[config.mk]
export PLATFORM = sky130hd
export DESIGN_NAME = fetch_sequencer
export DESIGN_NICKNAME = d
export VERILOG_FILES = /design/src/rtl/fetch_sequencer_pkg.sv /design/src/rtl/fetch_timeout_counter.sv /design/src/rtl/fetch_sequencer.sv
export SDC_FILE = /design/constraint.sdc
export NUM_CORES = 1
export LEC_CHECK = 0
export ABC_AREA = 1
export BUFFER_PORTS_ARGS = -buffer_cell sky130_fd_sc_hd__buf_4
export CORE_AREA = 3 3 40 42
export DETAILED_ROUTE_END_ITERATION = 12
export DIE_AREA = 0 0 43 45
export PLACE_DENSITY = 0.76
export SLEW_MARGIN = 30
export SYNTH_ARGS = -nofsm -noshare
export SYNTH_HDL_FRONTEND = slang
export SYNTH_SLANG_ARGS = --single-unit
[constraint.sdc]
create_clock -name Clock -period 1.1 [get_ports Clock]
set_clock_uncertainty 0.05 [all_clocks]
set_input_delay 0.11 -clock Clock [delete_from_list [all_inputs] [get_ports Clock]]
set_output_delay 0.11 -clock Clock [all_outputs]
set_load 0.02 [all_outputs]
[src/rtl/fetch_sequencer_pkg.sv]
// Shared register-control constants and the fetch sequencer state encoding.
package fetch_sequencer_pkg;

  localparam logic [2:0] FS_DEC   = 3'b000;
  localparam logic [2:0] FS_INC   = 3'b001;
  localparam logic [2:0] FS_LOAD  = 3'b010;
  localparam logic [2:0] FS_CLR   = 3'b011;
  localparam logic [2:0] FS_LO_ZX = 3'b100;
  localparam logic [2:0] FS_LO    = 3'b101;
  localparam logic [2:0] FS_HI    = 3'b110;
  localparam logic [2:0] FS_SEXT  = 3'b111;

  typedef enum logic [2:0] {
    ST_CLR,
    ST_IDLE,
    ST_FETCH1,
    ST_FETCH2,
    ST_JUMP,
    ST_DONE,
    ST_FAULT
  } state_t;

endpackage

[src/rtl/fetch_timeout_counter.sv]
// Counts consecutive un-acknowledged fetch cycles; flags the last allowed one.
module fetch_timeout_counter #(
  parameter int unsigned TIMEOUT_CYCLES = 16
) (
  input  logic clock,
  input  logic reset,
  input  logic clear,
  input  logic count_en,
  output logic expired
);

  localparam int unsigned W = $clog2(TIMEOUT_CYCLES);

  logic [W-1:0] count;

  always_ff @(posedge clock or posedge reset) begin
    if (reset)
      count <= '0;
    else if (clear)
      count <= '0;
    else if (count_en)
      count <= count + W'(1);
  end

  assign expired = (count == W'(TIMEOUT_CYCLES - 1));

endmodule

[src/rtl/fetch_sequencer.sv]
// Sequences PC and IR through a two-byte fetch from an 8-bit memory port.
module fetch_sequencer
  import fetch_sequencer_pkg::*;
#(
  parameter int unsigned TIMEOUT_CYCLES = 16,
  parameter bit          LO_FIRST       = 1'b1
) (
  input  logic       Clock,
  input  logic       Reset,
  input  logic       Start,
  input  logic       Jump,
  input  logic       MemAck,
  output logic       MemRead,
  output logic [2:0] PC_FunSel,
  output logic       PC_E,
  output logic [2:0] IR_FunSel,
  output logic       IR_E,
  output logic       Busy,
  output logic       Done,
  output logic       Fault
);

  state_t state, next_state;
  logic   in_fetch, count_en, expired;

  assign in_fetch = (state == ST_FETCH1) || (state == ST_FETCH2);
  // Counter runs only on idle fetch cycles, so any ack or state change restarts it.
  assign count_en = in_fetch && !MemAck && !Jump;

  fetch_timeout_counter #(
    .TIMEOUT_CYCLES(TIMEOUT_CYCLES)
  ) u_timeout (
    .clock   (Clock),
    .reset   (Reset),
    .clear   (!count_en),
    .count_en(count_en),
    .expired (expired)
  );

  always_ff @(posedge Clock or posedge Reset) begin
    if (Reset)
      state <= ST_CLR;
    else
      state <= next_state;
  end

  always_comb begin
    next_state = state;
    MemRead    = 1'b0;
    PC_FunSel  = FS_DEC;
    PC_E       = 1'b0;
    IR_FunSel  = FS_DEC;
    IR_E       = 1'b0;
    Busy       = 1'b0;
    Done       = 1'b0;
    Fault      = 1'b0;
    case (state)
      ST_CLR: begin
        PC_FunSel  = FS_CLR;
        PC_E       = 1'b1;
        IR_FunSel  = FS_CLR;
        IR_E       = 1'b1;
        Busy       = 1'b1;
        next_state = ST_IDLE;
      end
      ST_IDLE: begin
        if (Jump)
          next_state = ST_JUMP;
        else if (Start)
          next_state = ST_FETCH1;
      end
      ST_FETCH1, ST_FETCH2: begin
        MemRead = 1'b1;
        Busy    = 1'b1;
        if (Jump) begin
          next_state = ST_JUMP;
        end else if (MemAck) begin
          IR_E       = 1'b1;
          IR_FunSel  = ((state == ST_FETCH1) == LO_FIRST) ? FS_LO : FS_HI;
          PC_E       = 1'b1;
          PC_FunSel  = FS_INC;
          next_state = (state == ST_FETCH1) ? ST_FETCH2 : ST_DONE;
        end else if (expired) begin
          next_state = ST_FAULT;
        end
      end
      ST_JUMP: begin
        PC_FunSel  = FS_LOAD;
        PC_E       = 1'b1;
        Busy       = 1'b1;
        next_state = ST_IDLE;
      end
      ST_DONE: begin
        Done       = 1'b1;
        Busy       = 1'b1;
        next_state = ST_IDLE;
      end
      ST_FAULT: begin
        Fault = 1'b1;
        if (Jump)
          next_state = ST_JUMP;
      end
      default: next_state = ST_CLR;
    endcase
    // State sits in CLR during reset, so its decode must be masked here.
    if (Reset) begin
      MemRead   = 1'b0;
      PC_FunSel = FS_DEC;
      PC_E      = 1'b0;
      IR_FunSel = FS_DEC;
      IR_E      = 1'b0;
      Busy      = 1'b0;
      Done      = 1'b0;
      Fault     = 1'b0;
    end
  end

endmodule
==> flow_summary_export.csv <==
group,metric,value,unit
layout,syn2layout_area_growth,91.1,%
drt,firstDrtPassIters,4,
logic_synthesis,synthFlopType,"dfrtp_1",
logic_synthesis,synth_area_leader_cell,"dfrtp_1",
sta,period_needed,1.52,ns
clock_network,root_buffer,"clkbuf_4",
logic_synthesis,synth_edf_count,0,
logic_synthesis,syn_area,518,µm²
drt,drt-total-wl,1660,µm
hold_path,worstHoldStart,"Start",
floorplanning,initial_core_util,40.3,%
clock_network,cts.clk_slew.worst_paths,0.05,ns
critical_path,worstReg2RegStart,"state[1]$_DFFE_PP0P_",
logic_synthesis,ys_warn_count,0,
grt,grt_pass1_wl,2530,µm
critical_path,worstSetupEndpointType,"primary output",
clock_network,cts_buffer_depth,2,
placed_design,dp_hpwl,1060,µm
critical_path,crit_fanout,4,
logic_synthesis,synth_fp_nets,78,
layout,fin_nets,121,
placed_design,gp_congestion,0.740,
critical_path,startpoint_type,"flop",
sta,fmax,659,MHz
outcome,status,"finished with violations",
clock_network,clkLatencyLatePin,0.24,ns
placed_design,place_ws,-0.154,ns
critical_path,reg2reg_depth,8,
hold_path,min_to,"state[1]$_DFFE_PP0P_",
logic_synthesis,synth_compound_area_share,13.0,%
sta,rsz0062_at_grt,"true",
floorplanning,ios,17,
drt,drt-initial-drc-count,4,
layout,design_area,990,µm²
grt,busiest_layer,"met2",
critical_path,r2r_end,"state[2]$_DFFE_PP0P_",
clock_network,cts_tree,"built",
placed_design,port_buffers,15,
critical_path,rrSetupSlack,-0.27,ns
grt,antenna_found_initial,0,
grt,gr-usage-met3,1.59,%
grt,grt_start_max_net_pins,12,
layout,multi_input_area,397,µm²
grt,met1_usage,18.7,%
critical_path,cpLargestDelayFamily,"flip-flops",
sta,hold_viol,0,
sta,fin_ws,-0.418,ns
hold_path,holdPathStages,4,
grt,grt_pass1_vias,612,
layout,regArea,176,µm²
floorplanning,die_x,43,µm
logic_synthesis,avgSynthCellArea,7.19,µm²
logic_synthesis,synth_top_family_by_area,"simple AND/OR/NAND/NOR gates",
sta,setup_viol,18,
placed_design,placed_area,774,µm²
critical_path,cp_cell_sequence,"inv_1 -> nand3_4 -> a21oi_2 -> buf_4",
drt,post-route-drc-count,0,
layout,drive_gt1_share,62.3,%
logic_synthesis,synthDistinctLibCells,22,
floorplanning,fp-row-count,13,
critical_path,max_stage_delay,0.45,ns
grt,grt_use_met2,33.2,%
floorplanning,die_height,45,µm
layout,n_fill_cell,97,
outcome,violations,"negative setup slack",
layout,antenna_cells,0,
hold_path,hp-class,"primary input to flop",
drt,via_per_inst,4.93,
grt,grt_usage,17.4,%
critical_path,crit_arrival,1.36,ns
clock_network,cts.sinks,7,
logic_synthesis,synth.yosys.seq_area_share,33.8,%
sta,final_max_slew_viol_count,0,
logic_synthesis,muxShareOfSynthArea,0,%
critical_path,worst_path_max_delay_cell,"dfrtp_2",
pwr,ir_drop,1.42,mV
floorplanning,coreArea,1280,µm²
job,cap_viol_max_count,0,
logic_synthesis,ys_top_cells_by_count,"nand2_1, nor2_1, nand3_1",
logic_synthesis,synth_xor_area_share,3.38,%
clock_network,h-tree-depth,1,
clock_network,cts_buffers,3,
sta,post-route-period-util,138,%
critical_path,worstPathRequired,0.94,ns
drt,avgRoutedWirePerCell,12.9,µm
logic_synthesis,synthSimpleGateAreaFrac,37.4,%
logic_synthesis,async_reset_ff_share,100,%
pwr,pwr_density_cell,2300,nW/µm²
critical_path,criticalPathCategory,"flop to primary output",
logic_synthesis,synth_top_area_share,33.8,%
logic_synthesis,netlist_top_cells_area,"dfrtp_1, nand2_1, nor2_1, nand3_1, nor2_8",
logic_synthesis,yosys.area_share.adder,2.42,%
grt,overflow,0,
drt,vias,636,
floorplanning,die_area,1940,µm²
logic_synthesis,synthCells,72,
pwr,leakage,0.000520,µW
logic_synthesis,ys_seq_elements,7,
critical_path,crit_buf_inv,2,
drt,final_antenna_net_count,0,
## per-layer routing
layer | routed length [µm] | vias up | share of wire (%)
li1 | - | 314 | -
met1 | 645 | 302 | 39
met2 | 930 | 18 | 56
met3 | 75 | 2 | 4.5
met4 | 6 | 0 | 0.36
met5 | 0 | - | 0
## worst max path at each step
stage	slack [ns]	depth (start not counted)	start	end
after global routing	-0.49	4	state[2]$_DFFE_PP0P_	IR_E
after floorplan	-0.13	6	state[1]$_DFFE_PP0P_	IR_FunSel[1]
final	-0.42	4	state[2]$_DFFE_PP0P_	IR_FunSel[1]
after detailed placement	-0.15	8	state[1]$_DFFE_PP0P_	state[2]$_DFFE_PP0P_
after global placement	-0.13	4	state[2]$_DFFE_PP0P_	IR_FunSel[0]
after CTS	-0.40	6	state[2]$_DFFE_PP0P_	IR_FunSel[1]
## placed cells by master, fill, tap and decap left out, types with 5 or more instances in the layout
cell type,count
nand2_1,7
nor2_1,9
buf_6,8
nand3_1,5
inv_1,5
a21oi_2,5
buf_4,31
dfrtp_1,6
nand2_2,5
## flip-flops by register name (all words and copies together) (netlist names)
| register | cells |
|---|---|
| u_timeout.count | 4 |
| state | 3 |
## timing repair
item | 4_1_cts | 5_1_grt
resized for setup | 16 | 14
hold endpoints to repair | 7 | 0
hold buffers | 1 | 0
buffers inserted | 3 | 6
endpoints found under the setup margin | 15 | 18
pin swaps | 5 | 3
## kinds of logic (layout without fill, tap and decap cells)
family	after synthesis	in the layout
simple gates	39	39
compound gates	11	11
buf+inv	11	53
flops	7	7
xor+xnor	2	2
fa+ha+maj	1	1
other cells	1	1
## power by group
group          internal, µW  switching, µW
logic                   808            863
clock network           138           84.3
registers               315           72.8
total                  1260           1020
## area by class of cell
cell class              count  share of cell area [%]
inverters                   9                    3.92
flip-flops and latches      7                    17.8
multi-input cells          54                    40.1
clock buffers               4                    2.65
repair buffers             40                    33.6
well taps                  15                    1.90
## metrics by stage
step | total power (µW) | instances | TNS, ns | hold slack, ns | utilization, %
2_1_floorplan | 1040 | 72 | -0.839 | -0.128 | -
3_3_place_gp | 1540 | 115 | -0.951 | 0.142 | 60.3
3_5_place_dp | 1570 | 115 | -1.45 | 0.136 | 60.3
4_1_cts | 2030 | 123 | -4.28 | 0.139 | 69.3
5_1_grt | 2420 | 129 | -6.48 | 0.159 | 77.0
6_report | 2280 | 129 | -5.31 | 0.151 | 77.0
## worst min-delay path, stage by stage
cell     delay [ns]
buf_4          0.08
nor2_1         0.03
nand2_2        0.08
a21o_1         0.11
Power figures use the tool's default switching activity.
